==> src/rtl/axi_ctrl_bridge.sv <==
// AXI4 slave (INCR bursts, one transaction at a time) bridged onto a narrow
// single-outstanding control port. Each AXI beat becomes at most one control access.
module axi_ctrl_bridge #(
  parameter int DATA_W      = 64,
  parameter int CTRL_W      = 32,
  parameter int ID_W        = 12,
  parameter int CTRL_ADDR_W = 6
) (
  input  logic                   s_axi_aclk,
  input  logic                   s_axi_areset,
  input  logic [ID_W-1:0]        s_axi_awid,
  input  logic [63:0]            s_axi_awaddr,
  input  logic [7:0]             s_axi_awlen,
  input  logic                   s_axi_awvalid,
  output logic                   s_axi_awready,
  input  logic [DATA_W-1:0]      s_axi_wdata,
  input  logic [DATA_W/8-1:0]    s_axi_wstrb,
  input  logic                   s_axi_wvalid,
  output logic                   s_axi_wready,
  output logic [ID_W-1:0]        s_axi_bid,
  output logic [1:0]             s_axi_bresp,
  output logic                   s_axi_bvalid,
  input  logic                   s_axi_bready,
  input  logic [ID_W-1:0]        s_axi_arid,
  input  logic [63:0]            s_axi_araddr,
  input  logic [7:0]             s_axi_arlen,
  input  logic                   s_axi_arvalid,
  output logic                   s_axi_arready,
  output logic [ID_W-1:0]        s_axi_rid,
  output logic [DATA_W-1:0]      s_axi_rdata,
  output logic [1:0]             s_axi_rresp,
  output logic                   s_axi_rlast,
  output logic                   s_axi_rvalid,
  input  logic                   s_axi_rready,
  output logic                   c_valid,
  output logic                   c_we,
  output logic [CTRL_ADDR_W-1:0] c_addr,
  output logic [CTRL_W-1:0]      c_wdata,
  output logic [CTRL_W/8-1:0]    c_wstrb,
  input  logic                   c_ready,
  input  logic [CTRL_W-1:0]      c_rdata,
  input  logic                   c_err,
  output logic [2:0]             dbg_state_o
);

  localparam int BYTES    = DATA_W / 8;
  localparam int CBYTES   = CTRL_W / 8;
  localparam int BYTE_AW  = $clog2(BYTES);
  localparam int CBYTE_AW = $clog2(CBYTES);
  localparam int RATIO    = DATA_W / CTRL_W;

  typedef enum logic [2:0] {
    IDLE    = 3'd0,
    WR_DATA = 3'd1,
    WR_CTRL = 3'd2,
    WR_RESP = 3'd3,
    RD_CTRL = 3'd4,
    RD_DATA = 3'd5
  } state_e;

  state_e              state_q, state_d;
  logic [ID_W-1:0]     id_q;
  logic [63:0]         addr_q;
  logic [7:0]          cnt_q;
  logic                err_q;
  logic                wr_prio_q;
  logic [CTRL_W-1:0]   cwdata_q;
  logic [CBYTES-1:0]   cwstrb_q;
  logic [DATA_W-1:0]   rdata_q;
  logic [1:0]          rresp_q;

  logic                aw_hs, ar_hs, oor, last;
  logic [63:0]         addr_nxt;
  int unsigned         lane;
  logic [CTRL_W-1:0]   lane_wdata;
  logic [CBYTES-1:0]   lane_wstrb;

  // All channels use valid/ready: a transfer happens on the rising edge where
  // both are high; a source holds valid and payload stable until then.
  assign aw_hs    = s_axi_awvalid & s_axi_awready;
  assign ar_hs    = s_axi_arvalid & s_axi_arready;
  assign oor      = |addr_q[63:CTRL_ADDR_W];
  assign last     = (cnt_q == 8'd0);
  assign addr_nxt = addr_q + 64'(BYTES);

  always_comb begin
    lane       = 32'(addr_q[BYTE_AW-1:0]) >> CBYTE_AW;
    lane_wdata = s_axi_wdata[lane*CTRL_W +: CTRL_W];
    lane_wstrb = s_axi_wstrb[lane*CBYTES +: CBYTES];
  end

  always_ff @(posedge s_axi_aclk or posedge s_axi_areset) begin
    if (s_axi_areset) state_q <= IDLE;
    else              state_q <= state_d;
  end

  always_comb begin
    state_d = state_q;
    case (state_q)
      IDLE:    if (aw_hs) state_d = WR_DATA;
               else if (ar_hs) state_d = RD_CTRL;
      // Out-of-range or fully unstrobed beats never reach the control port.
      WR_DATA: if (s_axi_wvalid) begin
                 if (oor || lane_wstrb == '0) state_d = last ? WR_RESP : WR_DATA;
                 else                         state_d = WR_CTRL;
               end
      WR_CTRL: if (c_ready) state_d = last ? WR_RESP : WR_DATA;
      WR_RESP: if (s_axi_bready) state_d = IDLE;
      RD_CTRL: if (oor || c_ready) state_d = RD_DATA;
      RD_DATA: if (s_axi_rready) state_d = last ? IDLE : RD_CTRL;
      default: state_d = IDLE;
    endcase
  end

  always_comb begin
    s_axi_awready = 1'b0;
    s_axi_arready = 1'b0;
    s_axi_wready  = 1'b0;
    s_axi_bvalid  = 1'b0;
    s_axi_rvalid  = 1'b0;
    c_valid       = 1'b0;
    c_we          = 1'b0;
    case (state_q)
      // Only one ready is offered when both requests are pending.
      IDLE: begin
        s_axi_awready = ~s_axi_areset & (wr_prio_q | ~s_axi_arvalid);
        s_axi_arready = ~s_axi_areset & (~wr_prio_q | ~s_axi_awvalid);
      end
      WR_DATA: s_axi_wready = 1'b1;
      WR_CTRL: begin
        c_valid = 1'b1;
        c_we    = 1'b1;
      end
      WR_RESP: s_axi_bvalid = 1'b1;
      RD_CTRL: c_valid = ~oor;
      RD_DATA: s_axi_rvalid = 1'b1;
      default: ;
    endcase
  end

  assign s_axi_bid   = id_q;
  assign s_axi_bresp = err_q ? 2'b10 : 2'b00;
  assign s_axi_rid   = id_q;
  assign s_axi_rdata = rdata_q;
  assign s_axi_rresp = rresp_q;
  assign s_axi_rlast = (state_q == RD_DATA) & last;
  assign c_addr      = addr_q[CTRL_ADDR_W-1:0];
  assign c_wdata     = cwdata_q;
  assign c_wstrb     = cwstrb_q;
  assign dbg_state_o = state_q;

  always_ff @(posedge s_axi_aclk or posedge s_axi_areset) begin
    if (s_axi_areset) begin
      id_q      <= '0;
      addr_q    <= '0;
      cnt_q     <= '0;
      err_q     <= 1'b0;
      wr_prio_q <= 1'b1;
      cwdata_q  <= '0;
      cwstrb_q  <= '0;
      rdata_q   <= '0;
      rresp_q   <= 2'b00;
    end else begin
      case (state_q)
        IDLE: begin
          if (aw_hs) begin
            id_q      <= s_axi_awid;
            addr_q    <= s_axi_awaddr;
            cnt_q     <= s_axi_awlen;
            err_q     <= 1'b0;
            wr_prio_q <= 1'b0;
          end else if (ar_hs) begin
            id_q      <= s_axi_arid;
            addr_q    <= s_axi_araddr;
            cnt_q     <= s_axi_arlen;
            wr_prio_q <= 1'b1;
          end
        end
        WR_DATA: if (s_axi_wvalid) begin
          cwdata_q <= lane_wdata;
          cwstrb_q <= lane_wstrb;
          if (oor) err_q <= 1'b1;
          if ((oor || lane_wstrb == '0) && !last) begin
            addr_q <= addr_nxt;
            cnt_q  <= cnt_q - 8'd1;
          end
        end
        WR_CTRL: if (c_ready) begin
          err_q <= err_q | c_err;
          if (!last) begin
            addr_q <= addr_nxt;
            cnt_q  <= cnt_q - 8'd1;
          end
        end
        RD_CTRL: begin
          if (oor) begin
            rdata_q <= '0;
            rresp_q <= 2'b10;
          end else if (c_ready) begin
            rdata_q <= {RATIO{c_rdata}};
            rresp_q <= c_err ? 2'b10 : 2'b00;
          end
        end
        RD_DATA: if (s_axi_rready && !last) begin
          addr_q <= addr_nxt;
          cnt_q  <= cnt_q - 8'd1;
        end
        default: ;
      endcase
    end
  end

endmodule

==> config.mk <==
export PLATFORM = sky130hd
export DESIGN_NAME = axi_ctrl_bridge
export DESIGN_NICKNAME = d
export VERILOG_FILES = /design/src/rtl/axi_ctrl_bridge.sv
export SDC_FILE = /design/constraint.sdc
export NUM_CORES = 1
export LEC_CHECK = 0
export ABC_AREA = 1
export BUFFER_PORTS_ARGS = -buffer_cell sky130_fd_sc_hd__buf_4
export CAP_MARGIN = 20
export CORE_ASPECT_RATIO = 0.5
export CORE_MARGIN = 2
export CORE_UTILIZATION = 25
export CTS_CLUSTER_DIAMETER = 50
export DETAILED_ROUTE_END_ITERATION = 12
export GPL_TIMING_DRIVEN = 0
export PLACE_DENSITY = 0.56
export SKIP_CTS_REPAIR_TIMING = 1
export SYNTH_ARGS = -nofsm -noshare
export SYNTH_HDL_FRONTEND = slang
export SYNTH_SLANG_ARGS = --single-unit
==> constraint.sdc <==
create_clock -name s_axi_aclk -period 17 [get_ports s_axi_aclk]
set_input_delay 4.25 -clock s_axi_aclk [delete_from_list [all_inputs] [get_ports s_axi_aclk]]
set_output_delay 4.25 -clock s_axi_aclk [all_outputs]
set_load 0.02 [all_outputs]
== After elaboration in Yosys (flattened, before gate mapping) ==
Cells that the tools add are included.

* Muxes and demuxes: 49
* Add/subtract/negate cells: 2
* Reduce and logical (&&, ||, !) cells: 19
* Bitwise gates (word level): 13
* Shifts and indexed selects: 2
* Equal/unequal tests: 16

{| class="wikitable"
|+ Operator list
! kind !! count
|-
| 64-bit two-way mux || 9
|-
| 64-bit case mux with 4 select lines || 1
|-
| 64-bit by 4-bit adder with 64-bit output (second input constant) || 1
|-
| 64-bit by 7-bit indexed part select with 32-bit output || 1
|-
| 58-bit OR reduction || 1
|-
| 8-bit two-way mux || 7
|-
| 8-bit case mux with 4 select lines || 1
|-
| 12-bit two-way mux || 2
|-
| 3-bit two-way mux || 8
|-
| 2-bit != test (second input constant) || 9
|-
| 3-bit case mux with 6 select lines || 1
|-
| 1-bit two-way mux || 12
|-
| 2-bit two-way mux || 6
|-
| 8-bit logical NOT || 1
|-
| 8-bit by 4-bit indexed part select with 4-bit output || 1
|-
| 8-bit by 1-bit subtractor with 8-bit output (second input constant) || 1
|-
| 7-bit AND reduction || 1
|-
| 3-bit by 2-bit == test with 1-bit output (second input constant) || 2
|-
| 3-bit == test (second input constant) || 2
|-
| 2-bit AND reduction || 3
|-
| 6-bit AND reduction || 1
|-
| 1-bit AND || 5
|-
| 1-bit NOT || 5
|-
| 5-bit AND reduction || 1
|-
| other kinds (14) || 19
|}

* Input bits: 281
* Output and inout bits: 145
* Bits in registers: 191
* Logic and storage cells: 111

== Logic depth before layout (Yosys ltp) ==
* Depth after elaboration: 8
* Mapped depth: 15
* Depth with buffers taken out: 13

== Least setup slack after synthesis ==
Ideal clock, no wire load.

* Kind: input port to output port
* Start point: input s_axi_areset
* End point: output s_axi_arready
* Cell stages on the path: 3
* Data required time: 12.750 ns
* Buffers on the path: 0
* Path slack: 4.580 ns
* Arrival time: 8.170 ns
* Cell sequence: inv_1 -> nand2_1 -> nor2_2

* Word-level cells in the longest chain between the ends: 3

{| class="wikitable"
|+ RTL lines
! element !! RTL line !! RTL
|-
| start, declared || 10 || <nowiki>input logic s_axi_areset,</nowiki>
|-
| 1-bit NOT || 127 || <nowiki>s_axi_arready = ~s_axi_areset & (~wr_prio_q | ~s_axi_awvalid);</nowiki>
|-
| 1-bit AND || 127 ||
|-
| 1-bit two-way mux || 123 || <nowiki>case (state_q)</nowiki>
|-
| end, declared || 28 || <nowiki>output logic s_axi_arready,</nowiki>
|}

Every way passes these cells.

== Worst setup path after layout ==
* Start point: input s_axi_areset
* End point: output s_axi_awready

* Word-level cells in the longest chain between the ends: 3

{| class="wikitable"
|+ RTL lines
! element !! RTL line !! RTL
|-
| 1-bit NOT || 126 || <nowiki>s_axi_awready = ~s_axi_areset & (wr_prio_q | ~s_axi_arvalid);</nowiki>
|-
| 1-bit AND || 126 ||
|-
| 1-bit two-way mux || 123 ||
|-
| end, declared || 15 || <nowiki>output logic s_axi_awready,</nowiki>
|}

Every way passes these cells.

==> impl_metrics.env <==
export IMPL_grt_pass1_wl_mm=70.6
export IMPL_ys_flop_type="sky130_fd_sc_hd__dfrtp_1"
export IMPL_grt_overflow_total=0
export IMPL_dp_hpwl_mm=38.3
export IMPL_residual_antenna_violating_net_count_after_detailed_routing=0
export IMPL_design_die_area_mm2=0.0450
export IMPL_detailroute_via_count=12600
export IMPL_clk_transition_reported_paths_ns=0.07
export IMPL_synthesis_warning_total=0
export IMPL_cts_max_level=4
export IMPL_core_region_area_mm2=0.0423
export IMPL_tritoncts_num_buffers=17
export IMPL_tritoncts="yes"
export IMPL_worst_pin_slew_ns=0.945
export IMPL_drv_cap=0
export IMPL_postSynthRegisterBits=158
export IMPL_firstDrtPassIters=6
export IMPL_syn_mean_instance_area_um2=6.22
export IMPL_worst_min_delay_path_category="reg2reg"
export IMPL_grt_usage_pct=20.6
export IMPL_ctsLongestPathBuffers=2
export IMPL_synthArstFlopShare_pct=100
export IMPL_power_static_leakage_nw=7.69
export IMPL_endpoint_kind="primary output"
export IMPL_timing_critical_path_required_ns=12.75
export IMPL_routed_via_density=4.55
export IMPL_layout_worst_path_cycle_share_pct=59.8
export IMPL_clk_sink_count=158
export IMPL_wl_per_cell_um=17.1
export IMPL_max_slew_margin_pct=37.0
export IMPL_rd_place_congestion=0.943
export IMPL_cp_max_fo=87
export IMPL_route_detailed_drc=0
export IMPL_nets=2465
export IMPL_post_route_min_period_ns=10.17
export IMPL_floorplan_die_width_um=298
export IMPL_largest_net_degree_at_the_start_of_global_routing=88
export IMPL_total_power_w=0.00238
export IMPL_drc_violation_total_after_the_first_tritonroute_iteration=885
export IMPL_worst_ep_arrival_time_ns=5.92
export IMPL_layout_cells_most_common="sky130_fd_sc_hd__nand2_1"
export IMPL_fin_worst_hold_slack_ns=0.492
export IMPL_totalNegativeSetupSlack_ns=0
export IMPL_pin_count=426
export IMPL_place_inst=2740
export IMPL_synth_enable_flop_cells=0
export IMPL_num_rows=53
export IMPL_layoutNonFillerInstCount=2773
export IMPL_netlist_cell_type_count=35
export IMPL_grt_pass1_vias=11900
export IMPL_finClkSkew_ns=0.00969
export IMPL_postLayoutCoreUtil_pct=36.2
export IMPL_final_max_slew_viol_count=0
export IMPL_floorplan_die_height_um=151
export IMPL_post_synth_inst_count=1739
export IMPL_synth_cell_area_mm2=0.0108
export IMPL_insertion_delay_ns=0.45
export IMPL_timing_worst_setup_path_type="in2out"
export IMPL_power_per_cell_area_mw_per_mm2=156
export IMPL_final_hold_viol_count=0
export IMPL_port_buffers=422
export IMPL_setup_viol=0
export IMPL_unrepaired_setup_endpoints_after_global_routing="no"
export IMPL_drive_above_1_share_pct=25.7
export IMPL_yosysSeqAreaShare_pct=36.6
export IMPL_starting_utilization_of_the_core_area_pct=25.6
export IMPL_finalWirelength_mm=47.4
export IMPL_cts_root_buf="sky130_fd_sc_hd__clkbuf_16"
export IMPL_worstSetupStartpointType="input port"
export IMPL_max_clock_freq_mhz=98.4
export IMPL_max_vdd_ir_drop_v=0.0000998
export IMPL_layout_cells_most_common_list="710 x sky130_fd_sc_hd__nand2_1, 478 x sky130_fd_sc_hd__buf_4, 330 x sky130_fd_sc_hd__nor2_1"
export IMPL_outcome="finished clean"
export IMPL_synthToLayoutAreaGrowth_pct=41.7
export IMPL_antenna_violations_before_repair=1
-- registers in the layout, summed over array words and instances (netlist names) --
register / cells
addr_q: 64
s_axi_bid: 12
s_axi_rresp: 1
wr_prio_q: 1
c_wdata: 32
c_wstrb: 4
dbg_state_o: 3
err_q: 1
s_axi_rdata: 32
cnt_q: 8
-- metal layers --
metal	global-route usage [%]	vias to the layer above	share of wire, %
met3	2.73	55	3.7
li1	-	6326	-
met4	6.66	0	2.6
met1	27.1	5916	44
met2	35.1	307	49
met5	0	-	0
-- cell usage after synthesis (all sizes together) (2+ instances only) --
library cell | instances | share of area (%)
a31oi | 49 | 2.8
o211ai | 8 | 0.56
o32ai | 2 | 0.16
nand2 | 711 | 25
nand3 | 76 | 3.6
xor2 | 11 | 0.89
clkbuf | 45 | 1.6
nand4 | 13 | 0.75
buf | 82 | 5.3
o21ai | 118 | 5.5
nor3 | 6 | 0.32
ha | 2 | 0.23
nor2 | 333 | 12
a21oi | 13 | 0.60
o22ai | 7 | 0.41
or2 | 15 | 0.87
inv | 81 | 2.8
xnor2 | 5 | 0.41
dfrtp | 157 | 36
-- worst max-delay path: stages --
cell	delay, ns
sky130_fd_sc_hd__buf_4	0.13
sky130_fd_sc_hd__inv_8	0.37
sky130_fd_sc_hd__buf_16	0.39
sky130_fd_sc_hd__nand2_1	0.10
sky130_fd_sc_hd__nor2_1	0.33
sky130_fd_sc_hd__buf_4	0.22
-- metrics by stage --
step | setup slack, ns | cell area [µm²]
floorplan | 4.58 | 10800
global placement | 2.48 | 14700
detailed placement | 6.78 | 14700
CTS | 6.77 | 15300
global route | 6.65 | 15300
finish | 6.83 | 15300
-- kinds of logic after synthesis --
| family | synth area share [%] |
|---|---|
| AND/OR/NAND/NOR | 42.0 |
| AO/OA/AOI/OAI | 10.2 |
| adder cells (fa/ha/maj) | 0.231 |
| other | 0.0347 |
| XOR/XNOR | 1.30 |
| buffers and inverters | 9.70 |
| flip-flops | 36.6 |
-- power breakdown --
group | internal, W | switching [W] | leakage, nW
combinational | 0.000474 | 0.000812 | 5.46
clock | 0.000209 | 0.000185 | 0.278
sequential | 0.000527 | 0.000177 | 1.96
total | 0.00121 | 0.00117 | 7.69
-- final timing paths --
path	cells after the start	endpoint	slack [ns]	from
min	2	cnt_q[7]$_DFFE_PP0P_	0.49	cnt_q[7]$_DFFE_PP0P_
max	6	s_axi_awready	6.83	s_axi_areset
max reg2reg	11	addr_q[23]$_DFFE_PP0P_	14.10	dbg_state_o[2]$_DFFE_PP0P_
max in group asynchronous	3	addr_q[47]$_DFFE_PP0P_	12.27	s_axi_areset
min in group asynchronous	2	c_wdata[23]$_DFFE_PP0P_	3.84	s_axi_areset
min reg2reg	2	cnt_q[7]$_DFFE_PP0P_	0.49	cnt_q[7]$_DFFE_PP0P_
-- cell type report --
class	count	area [µm²]
flip-flops and latches	158	3960
inverters	81	312
multi-input cells	1374	5810
clock inverters	13	130
well taps	577	722
repair buffers	423	3200
clock buffers	19	443
plain buffers	127	744
fillers	4687	27000
diodes	1	2.50
No activity file was read; power rests on OpenSTA's default activity.
